$ cat src/rtl/stretcher_pkg.sv
// Shared types and helpers for the pulse stretcher: FSM state encoding and a
// small max helper used to size the shared cycle timer.
package stretcher_pkg;

  typedef enum logic [1:0] {
    ST_IDLE = 2'd0,
    ST_ON   = 2'd1,
    ST_OFF  = 2'd2
  } stretch_state_t;

  function automatic int max_int(input int a, input int b);
    return (a > b) ? a : b;
  endfunction

endpackage

$ cat src/rtl/cycle_timer.sv
// Down-counting phase timer: load sets the number of cycles in the phase
// about to start, and done is high during the last cycle of that phase.
module cycle_timer #(
  parameter int W = 8
) (
  input  logic         clk,
  input  logic         rst,
  input  logic         load,
  input  logic [W-1:0] value,
  output logic         done,
  output logic [W-1:0] count
);

  always_ff @(posedge clk) begin
    if (rst) begin
      count <= '0;
    end else if (load) begin
      count <= value;
    end else if (count != '0) begin
      count <= count - W'(1);
    end
  end

  // count holds the cycles remaining including the current one.
  assign done = (count == W'(1));

endmodule

$ cat src/rtl/pulse_stretcher.sv
// Turns single-cycle event strobes into pulses with guaranteed high time and
// low gap; events arriving while busy are queued and replayed one per pulse.
module pulse_stretcher
  import stretcher_pkg::*;
#(
  parameter int ON_CYCLES   = 255,
  parameter int OFF_CYCLES  = 255,
  parameter int MAX_PENDING = 15
) (
  input  logic                               clk,
  input  logic                               rst,
  input  logic                               trig,
  input  logic                               clr_ovf,
  output logic                               out,
  output logic                               busy,
  output logic [$clog2(MAX_PENDING+1)-1:0]   pending,
  output logic                               overflow
);

  localparam int PW = $clog2(MAX_PENDING + 1);
  localparam int TW = $clog2(max_int(ON_CYCLES, OFF_CYCLES) + 1);

  // Handshake: none. trig is a per-cycle strobe, every high cycle is one
  // event; there is no backpressure, excess events are dropped and flagged.

  stretch_state_t state, state_nxt;
  logic           tmr_load;
  logic [TW-1:0]  tmr_value;
  logic           tmr_done;
  logic [TW-1:0]  tmr_count;
  logic           queue_ev;
  logic           start_q;
  logic           drop_ev;

  cycle_timer #(.W(TW)) u_timer (
    .clk   (clk),
    .rst   (rst),
    .load  (tmr_load),
    .value (tmr_value),
    .done  (tmr_done),
    .count (tmr_count)
  );

  always_comb begin
    state_nxt = state;
    tmr_load  = 1'b0;
    tmr_value = TW'(ON_CYCLES);
    queue_ev  = 1'b0;
    start_q   = 1'b0;
    case (state)
      ST_IDLE: begin
        if (trig) begin
          state_nxt = ST_ON;
          tmr_load  = 1'b1;
        end
      end
      ST_ON: begin
        queue_ev = trig;
        if (tmr_done) begin
          state_nxt = ST_OFF;
          tmr_load  = 1'b1;
          tmr_value = TW'(OFF_CYCLES);
        end
      end
      ST_OFF: begin
        if (tmr_done) begin
          // Queued events have priority; a trig in the same cycle joins the queue.
          if (pending != '0) begin
            state_nxt = ST_ON;
            tmr_load  = 1'b1;
            start_q   = 1'b1;
            queue_ev  = trig;
          end else if (trig) begin
            state_nxt = ST_ON;
            tmr_load  = 1'b1;
          end else begin
            state_nxt = ST_IDLE;
          end
        end else begin
          queue_ev = trig;
        end
      end
      default: state_nxt = ST_IDLE;
    endcase
  end

  assign drop_ev = queue_ev && !start_q && (pending == PW'(MAX_PENDING));

  always_ff @(posedge clk) begin
    if (rst) begin
      state    <= ST_IDLE;
      out      <= 1'b0;
      busy     <= 1'b0;
      pending  <= '0;
      overflow <= 1'b0;
    end else begin
      state <= state_nxt;
      out   <= (state_nxt == ST_ON);
      busy  <= (state_nxt != ST_IDLE);
      if (queue_ev && !start_q && !drop_ev) begin
        pending <= pending + PW'(1);
      end else if (start_q && !queue_ev) begin
        pending <= pending - PW'(1);
      end
      if (drop_ev) begin
        overflow <= 1'b1;
      end else if (clr_ovf) begin
        overflow <= 1'b0;
      end
    end
  end

endmodule

$ cat config.mk
export PLATFORM = sky130hd
export DESIGN_NAME = pulse_stretcher
export DESIGN_NICKNAME = d
export VERILOG_FILES = /design/src/rtl/stretcher_pkg.sv /design/src/rtl/cycle_timer.sv /design/src/rtl/pulse_stretcher.sv
export SDC_FILE = /design/constraint.sdc
export NUM_CORES = 1
export LEC_CHECK = 0
export ABC_AREA = 1
export CELL_PAD_IN_SITES_DETAIL_PLACEMENT = 1
export CELL_PAD_IN_SITES_GLOBAL_PLACEMENT = 2
export CORE_MARGIN = 2
export CORE_UTILIZATION = 31
export CTS_CLUSTER_DIAMETER = 150
export DETAILED_ROUTE_END_ITERATION = 8
export GPL_TIMING_DRIVEN = 0
export PLACE_DENSITY_LB_ADDON = 0.05
export SETUP_SLACK_MARGIN = 0.2
export SYNTH_ARGS = -nofsm -noshare
export SYNTH_HDL_FRONTEND = slang
export SYNTH_HIERARCHICAL = 1
export SYNTH_SLANG_ARGS = --single-unit
export TNS_END_PERCENT = 10
$ cat constraint.sdc
create_clock -name clk -period 2.92 [get_ports clk]
set_input_delay 0.292 -clock clk [delete_from_list [all_inputs] [get_ports clk]]
set_output_delay 0.292 -clock clk [all_outputs]
set_load 0.02 [all_outputs]
[After elaboration in Yosys (flattened, before gate mapping)]
Index checks and enable logic that the tools add are counted.
Storage, ports and cells
  input bits: 4
  output and inout bits: 7
  bits in registers: 17
  logic and storage cells: 51
Operators by class
  reduce and logical (&&, ||, !) cells: 14
  $add $sub $neg: 3
  equality and inequality tests: 5
  mux-type cells: 23
Operators with widths (count)
  8-bit 2-to-1 mux: 2
  1-bit 2-to-1 mux: 13
  8-bit by 1-bit equality test with 1-bit output (second input constant): 1
  4-bit 2-to-1 mux: 2
  2-bit nonzero test: 4
  8-bit nonzero test: 1
  8-bit by 1-bit subtractor with 8-bit output (second input constant): 1
  2-bit 2-to-1 mux: 3
  2-bit one-hot mux with 3 select lines: 1
  4-bit by 1-bit adder with 4-bit output (second input constant): 1
  2-bit by 1-bit equality test with 1-bit output (second input constant): 2
  4-bit equality test (second input constant): 1
  1-bit logical AND: 4
  4-bit nonzero test: 1
  4-bit by 1-bit subtractor with 4-bit output (second input constant): 1
  1-bit zero test: 3
  1-bit one-hot mux with 3 select lines: 1
  2-bit equality test (second input constant): 1
  2-bit zero test: 1
  1-bit one-hot mux with 2 select lines: 1

[Depth between registers and ports, before layout]
Gate-level depths: netlist (run 1).
  word-level depth: 10
  depth in mapped cells: 17

[Cells and area by module]
Netlist (run 1), hierarchy kept.
Modules (own cells, without submodules)
  pulse_stretcher: sequential area each 180.2 um^2, cells each 81, times used 1, area an instance 590.6 um^2
  cycle_timer: sequential area each 160.2 um^2, cells each 89, times used 1, area an instance 554.3 um^2

[Least setup slack after synthesis (run 1)]
OpenSTA, ideal clock, no wires.
  kind: register to register
  from: register u_timer.count[2]
  to: register pending[3]
  slack: 0.717 ns
  cell stages (with the launch flop): 17
  data arrival time: 2.087 ns
  period minus slack after synthesis: 2.203 ns
  data required time: 2.805 ns
  buffers on the path: 0
  cells stage by stage: dfxtp_1 nor2_1 nand2_1 nor2_1 inv_2 a21oi_2 nand2_2 nand4_4 ha_1 nand2_1 nand2_1 a31oi_1 inv_1 nand2_1 nand3_1 nand2_1 nor2_1
Between the ends
  word-level cells in the longest chain between the ends: 9
  elaborated cells between the ends (all ways): 14
  classes of those cells: eq/ne (1); mux (5); reduce/logical (8)
Ends and longest elaborated chain
  start: declaration: RTL line cycle_timer.sv:11  | output logic [W-1:0] count
  start signal: assignment: RTL line cycle_timer.sv:18  | count <= value;
  start signal: assignment: RTL line cycle_timer.sv:20  | count <= count - W'(1);
  8-bit by 1-bit equality test with 1-bit output (*): RTL line cycle_timer.sv:25  | assign done = (count == W'(1));
  named net tmr_done: RTL line pulse_stretcher.sv:29  | logic tmr_done;
  1-bit 2-to-1 mux: RTL line pulse_stretcher.sv:66  | if (tmr_done) begin
  1-bit 2-to-1 mux: RTL line pulse_stretcher.sv:50  | case (state)
  1-bit zero test: RTL line pulse_stretcher.sv:87, pulse_stretcher.sv:100
  1-bit logical AND: RTL line pulse_stretcher.sv:87, pulse_stretcher.sv:100
  1-bit logical AND: RTL line pulse_stretcher.sv:87  | assign drop_ev = queue_ev && !start_q && (pending == PW'(MAX_PENDING));
  1-bit zero test: RTL line pulse_stretcher.sv:100  | if (queue_ev && !start_q && !drop_ev) begin
  1-bit logical AND: RTL line pulse_stretcher.sv:100
  4-bit 2-to-1 mux or 2-bit nonzero test (tied branches)
  end signal: assignment: RTL line pulse_stretcher.sv:101  | pending <= pending + PW'(1);
  end signal: assignment: RTL line pulse_stretcher.sv:103  | pending <= pending - PW'(1);
  end: declaration: RTL line pulse_stretcher.sv:16  | output logic [$clog2(MAX_PENDING+1)-1:0] pending,
Mark *: on every way through the listed nets, which the timed path passes. The rest lies on a longest branch.
A chain may end at the register's enable or synchronous reset.

[Worst setup path in the final report (run 1)]
  from: register u_timer.count[1]
  to: register pending[3]
Same word-level chain as after synthesis.

==> impl_metrics.env, run 1 <==
export IMPL_cts_tree="built"
export IMPL_synth_seq_cells=17
export IMPL_cp_required_ns=3.07
export IMPL_yosys_area_top_type="dfxtp_1"
export IMPL_final_max_slew_viol_count=0
export IMPL_layout_nets=206
export IMPL_yosysSeqAreaShare_pct=29.73
export IMPL_grt_util_all_layers_pct=15.02
export IMPL_num_vias=1097
export IMPL_ir_worst_vdd_mv=0.1494
export IMPL_arrival_ns=2.56
export IMPL_finalHoldViolations=0
export IMPL_p_total_w=0.0008115
export IMPL_syn_inst=170
export IMPL_clock_root_buffer="clkbuf_8"
export IMPL_diodes=0
export IMPL_setup_viol=0
export IMPL_end_kind="flip-flop"
export IMPL_gp_congestion=0.8222
export IMPL_hp_start="overflow$_SDFFE_PP0P_"
export IMPL_period_share_pct=82.42
export IMPL_start_util_pct=31.75
export IMPL_syn_to_final_growth_pct=21.75
export IMPL_worstPathMaxFanout=6
export IMPL_synth_avg_cell_area_um2=6.734
export IMPL_viasPerCell=4.590
export IMPL_drive_above_1_share_pct=13.09
export IMPL_maxCapViolCount=0
export IMPL_crit_start="u_timer/count[1]$_SDFFE_PP0P_"
export IMPL_dp_final_hpwl_mm=2.182
export IMPL_io_pins=11
export IMPL_core_area_um2=3606
export IMPL_worstSkewPairLatency_ns=0.26
export IMPL_synthTopCellsByArea="dfxtp_1 30%, nor2_1 10%, ha_1 9.8%, nand2_1 9.8%, inv_1 6.6%"
export IMPL_syn_cell_area_um2=1145
export IMPL_tns_ns=0
export IMPL_dp_cells=235
export IMPL_rows=22
export IMPL_fmax_mhz=415.5
export IMPL_wire_per_inst_um=11.40
export IMPL_yosysUniqueCellTypes=25
export IMPL_startpoint_type="flip-flop"
export IMPL_clk_path_buf_depth=2
export IMPL_fin_skew_ns=0.005870
export IMPL_status="finished, final reports clean"
export IMPL_grt_pass1_wl_mm=4.940
export IMPL_h_tree_depth=1
export IMPL_synthFlopType="dfxtp_1"
export IMPL_worstSetupPathType="reg -> reg"
export IMPL_grt_pass1_vias=1142
export IMPL_rr_startpoint="u_timer/count[1]$_SDFFE_PP0P_"
export IMPL_antenna_found_initial=0
export IMPL_drc=0
export IMPL_portBuffers=10
export IMPL_path_clk_slew_ns=0.07
export IMPL_clkSinkCount=17
export IMPL_async_reset_ff_share_pct=0
export IMPL_drtIter0Drc=17
export IMPL_ys_warn_count=6
export IMPL_rsz0062_at_grt="no"
export IMPL_powerDensity_nw_per_um2=582.2
export IMPL_cts_buffers=3
export IMPL_die_area_um2=4195
export IMPL_synth_top_area_share_pct=29.73
export IMPL_synth_edf_count=0
export IMPL_drtPass1Iterations=4
export IMPL_final_cell_mix="30 x nor2_1, 30 x nand2_1, 20 x inv_1"
export IMPL_p_leak_nw=0.6488
export IMPL_grt_start_max_net_pins=11
export IMPL_die_y_um=64.77
export IMPL_fin_cells=239
export IMPL_dieWidth_um=64.77
export IMPL_hp_class="reg -> reg"
export IMPL_ant_nets=0
export IMPL_period_minus_slack_ns=2.407
export IMPL_wirelength_mm=2.724
export IMPL_overflow=0
worst max-delay path, cell delays in order, from the launching register on:
cell	delay (ns)
dfxtp_1	0.34
inv_1	0.11
ha_1	0.16
nand2_1	0.07
nor2_2	0.26
inv_2	0.07
a21oi_2	0.16
nand2_2	0.09
nand4_4	0.10
ha_1	0.28
nand2_1	0.07
nand2_1	0.04
a31oi_1	0.21
inv_1	0.06
nand2_1	0.09
nand3_1	0.07
nand2_1	0.06
nor2_1	0.04
where the power goes:
group	internal (W)	switching (W)
clock	0.0000949	0.0000878
combinational	0.000120	0.000202
sequential	0.000269	0.0000377
total	0.000484	0.000328
metal layers:
metal | track usage [%] | part of all wire [%]
met1 | 16.76 | 46
met2 | 27.71 | 51
met4 | 6.383 | 1.6
met5 | 0 | 0
met3 | 2.604 | 1.6
layout make-up:
| class | instances | area [um2] |
|---|---|---|
| fillers | 484 | 2212 |
| multi-input cells | 136 | 753.2 |
| flip-flops and latches | 17 | 340.3 |
| repair buffers | 10 | 100.1 |
| inverters | 24 | 93.84 |
| well taps | 48 | 60.06 |
| clock buffers | 3 | 41.29 |
| clock inverters | 1 | 5.005 |
state kept, by name, summed over array words and instances (netlist names):
name and cells:
busy 1, out 1, overflow 1, pending 4
state 2, u_timer/count 8
cell families after synthesis:
logic type | after synthesis | share of synthesized area (%)
DFF | 17 | 29.73
adders and majority gates | 10 | 11.58
xor gates and xnor gates | 1 | 0.7652
AOI/OAI and AO/OA | 26 | 12.79
other | 1 | 0.3276
buffers and inverters | 24 | 8.197
and+or+nand+nor | 91 | 36.61
per-stage QoR:
step | area, um2 | worst slack (ns) | util, % | hold WS, ns
6_report | 1394 | 0.5135 | 38.65 | 0.4769
5_1_grt | 1394 | 0.2275 | 38.65 | 0.5015
4_1_cts | 1384 | 0.2410 | 38.38 | 0.4861
3_5_place_dp | 1331 | 0.1896 | 36.92 | 0.4648
3_3_place_gp | 1331 | 0.2319 | 36.92 | 0.4550
2_1_floorplan | 1171 | 0.7174 | - | 0.3611
cell usage after synthesis, types with 2 or more instances:
cell type,number
nor2_1,32
nand2_1,30
inv_1,20
dfxtp_1,17
nand3_1,12
ha_1,9
o21ai_0,9
a21oi_1,8
nand4_1,5
nand2_2,4
or2_2,4
a21oi_2,3
o21ai_1,3
a31oi_1,2
inv_2,2
repair_timing:
item,CTS,global route
resized for setup,1,3
pin swaps,0,0
setup endpoints to repair,4,6
buffers inserted,0,0
hold buffers,0,0
endpoints found under the hold margin,0,0
final timing paths:
path	to	cells after the start	slack (ns)
max	pending[3]$_SDFFE_PP0P_	17	0.51
min	overflow$_SDFFE_PP0P_	2	0.48
max reg2reg	pending[3]$_SDFFE_PP0P_	17	0.51
min reg2reg	overflow$_SDFFE_PP0P_	2	0.48
(Power assumes the default switching activity.)
==> run 2, diff against run 1 <==
--- a/config.mk
+++ b/config.mk
@@ -9,7 +9,7 @@
 export CELL_PAD_IN_SITES_DETAIL_PLACEMENT = 1
 export CELL_PAD_IN_SITES_GLOBAL_PLACEMENT = 2
 export CORE_MARGIN = 2
-export CORE_UTILIZATION = 31
+export CORE_UTILIZATION = 28
 export CTS_CLUSTER_DIAMETER = 150
 export DETAILED_ROUTE_END_ITERATION = 8
 export GPL_TIMING_DRIVEN = 0
==> constraint.sdc (replaced) <==
create_clock -name clk -period 2.2 [get_ports clk]
set_input_delay 0.22 -clock clk [delete_from_list [all_inputs] [get_ports clk]]
set_output_delay 0.22 -clock clk [all_outputs]
set_load 0.02 [all_outputs]
==> run 2 against run 1 <==
Non-clock buffer count is 19 higher. Total power is 53% higher. Combinational power is 76% higher. Sequential cell count stayed put. Register-to-register slack worse by 0.33 ns. Clock power is 33% higher. Wire length is 19% higher. Sequential power is 39% higher. Critical path type unchanged. Critical endpoint is now pending[2]$_SDFFE_PP0P_.
==> impl_metrics.env, run 2 (synthesis results as in run 1) <==
export IMPL_crit_chain="inv_1, ha_1, nand2_1, inv_2, nand4_4, buf_4, fa_1, xor2_1, nor2_1, nor2_1"
export IMPL_fmax_mhz=495.7
export IMPL_p_seq_share_pct=34.5
export IMPL_startpoint_type="flip-flop"
export IMPL_final_cell_mix="28 x nor2_1, 26 x nand2_1, 19 x buf_4"
export IMPL_maxCapViolCount=0
export IMPL_rows=23
export IMPL_drtPass1Iterations=4
export IMPL_die_area_um2=4617
export IMPL_wire_per_inst_um=12.46
export IMPL_layout_nets=225
export IMPL_final_common_cell="nor2_1"
export IMPL_start_util_pct=28.83
export IMPL_path_clk_slew_ns=0.08
export IMPL_cts_tree="built"
export IMPL_period_minus_slack_ns=2.018
export IMPL_worstSetupPathType="reg -> reg"
export IMPL_num_vias=1187
export IMPL_drive_above_1_share_pct=30.48
export IMPL_grt_start_max_net_pins=11
export IMPL_rsz0062_at_grt="yes"
export IMPL_clkSinkCount=17
export IMPL_overflow=0
export IMPL_dp_final_hpwl_mm=2.320
export IMPL_p_total_w=0.001238
export IMPL_end_kind="flip-flop"
export IMPL_diodes=0
export IMPL_powerDensity_nw_per_um2=748.8
export IMPL_holdPathStages=2
export IMPL_h_tree_depth=1
export IMPL_grt_pass1_vias=1187
export IMPL_switching_share_pct=40.31
export IMPL_cts_hold_buf=0
export IMPL_syn_to_final_growth_pct=44.37
export IMPL_hp_class="reg -> reg"
export IMPL_drc=0
export IMPL_ant_nets=0
export IMPL_power_switching_w=0.0004989
export IMPL_finalHoldViolations=0
export IMPL_core_area_um2=3971
export IMPL_rrSetupSlack_ns=0.18
export IMPL_cp_required_ns=2.35
export IMPL_p_leak_nw=0.7532
export IMPL_io_pins=11
export IMPL_clk_path_buf_depth=2
export IMPL_critPathMostFrequentCell="nor2_1"
export IMPL_portBuffers=10
export IMPL_clock_root_buffer="clkbuf_8"
export IMPL_arrival_ns=2.17
export IMPL_critPathSlowestCell="dfxtp_1"
export IMPL_fill_cells=504
export IMPL_place_area_um2=1356
export IMPL_viasPerCell=4.565
export IMPL_regMostFlops="u_timer/count"
export IMPL_antenna_found_initial=0
export IMPL_largest_register_ff_count=8
export IMPL_ir_worst_vdd_mv=0.2338
export IMPL_hold_end="overflow$_SDFFE_PP0P_"
export IMPL_tns_ns=0
export IMPL_cts_buffers=3
export IMPL_final_max_slew_viol_count=0
export IMPL_hp_start="overflow$_SDFFE_PP0P_"
export IMPL_path_delay_family="adder cells"
export IMPL_clockPowerShare_pct=19.6
export IMPL_drtIter0Drc=17
export IMPL_fin_skew_ns=0.004656
export IMPL_period_share_pct=91.71
export IMPL_status="finished, final reports clean"
export IMPL_rr_worst_depth=10
export IMPL_dieWidth_um=67.95
export IMPL_r2r_end="pending[2]$_SDFFE_PP0P_"
export IMPL_worstPathMaxFanout=4
export IMPL_combPwrFrac_pct=45.8
export IMPL_cp_num_buf_inv=3
export IMPL_final_area_um2=1653
export IMPL_die_y_um=67.95
export IMPL_timing_hold_ws_ns=0.4958
export IMPL_setup_viol=0
export IMPL_grt_pass1_wl_mm=5.492
export IMPL_p_int_w=0.0007387
export IMPL_cp_slowest_stage_delay_ns=0.39
export IMPL_grt_util_all_layers_pct=15.74
export IMPL_worstSkewPairLatency_ns=0.25
export IMPL_gp_congestion=0.7267
export IMPL_rr_startpoint="state[1]$_SDFF_PP0_"
export IMPL_wirelength_mm=3.240
export IMPL_top_regs="u_timer/count: 8 flops, pending: 4 flops, state: 2 flops"
-- run 2: repair_timing --
item / CTS / global route
hold endpoints to repair: 0 / 0
setup endpoints to repair: 11 / 13
buffers inserted: 16 / 3
pin swaps: 6 / 10
resized for setup: 19 / 12
-- run 2: stage by stage --
stage / cells / utilization [%] / setup slack, ns
after global routing: 260 / 41.62 / 0.05416
after global placement: 237 / 34.15 / -0.2993
final: 260 / 41.62 / 0.1825
after floorplan: 177 / - / 0.2240
after detailed placement: 237 / 34.15 / -0.3317
after CTS: 257 / 40.04 / 0.1419
-- run 2: final cells by class --
type                       instances  area (um2)  area share [%]
timing repair buffer              29       242.7           14.69
inverter                          24       93.84           5.678
sequential                        17       356.6           21.57
tap                               50       62.56           3.785
multi-input combinational        136       850.8           51.48
clock buffer                       3       41.29           2.498
clock inverter                     1       5.005          0.3028
-- run 2: power by group through the flow --
stage,Combinational (W),Clock [W],Sequential [W]
floorplan,0.000322,0,0.000411
detailed placement,0.000440,0,0.000414
finish,0.000567,0.000243,0.000428
CTS,0.000549,0.000251,0.000419
global route,0.000645,0.000260,0.000438
global placement,0.000424,0,0.000413
-- run 2: metal layers --
metal / part of all wire [%] / GRT usage, %
met5: 0 / 0
met4: 0.56 / 4.500
met3: 1.6 / 1.974
met2: 50 / 27.06
met1: 48 / 20.50
-- run 2: worst max-delay path by stage --
stage	end	start	depth (start not counted)	slack [ns]
global route	pending[2]$_SDFFE_PP0P_	state[1]$_SDFF_PP0_	10	0.05
global placement	u_timer/count[0]$_SDFFE_PP0P_	u_timer/count[2]$_SDFFE_PP0P_	12	-0.30
detailed placement	u_timer/count[1]$_SDFFE_PP0P_	u_timer/count[2]$_SDFFE_PP0P_	12	-0.33
finish	pending[2]$_SDFFE_PP0P_	state[1]$_SDFF_PP0_	10	0.18
floorplan	pending[3]$_SDFFE_PP0P_	u_timer/count[1]$_SDFFE_PP0P_	17	0.22
CTS	pending[3]$_SDFFE_PP0P_	u_timer/count[1]$_SDFFE_PP0P_	17	0.14
-- run 2: tightest hold or removal path, stage by stage, from the launching register on --
cell and delay [ns]:
dfxtp_1 0.32, nand2_1 0.06, a21oi_1 0.06
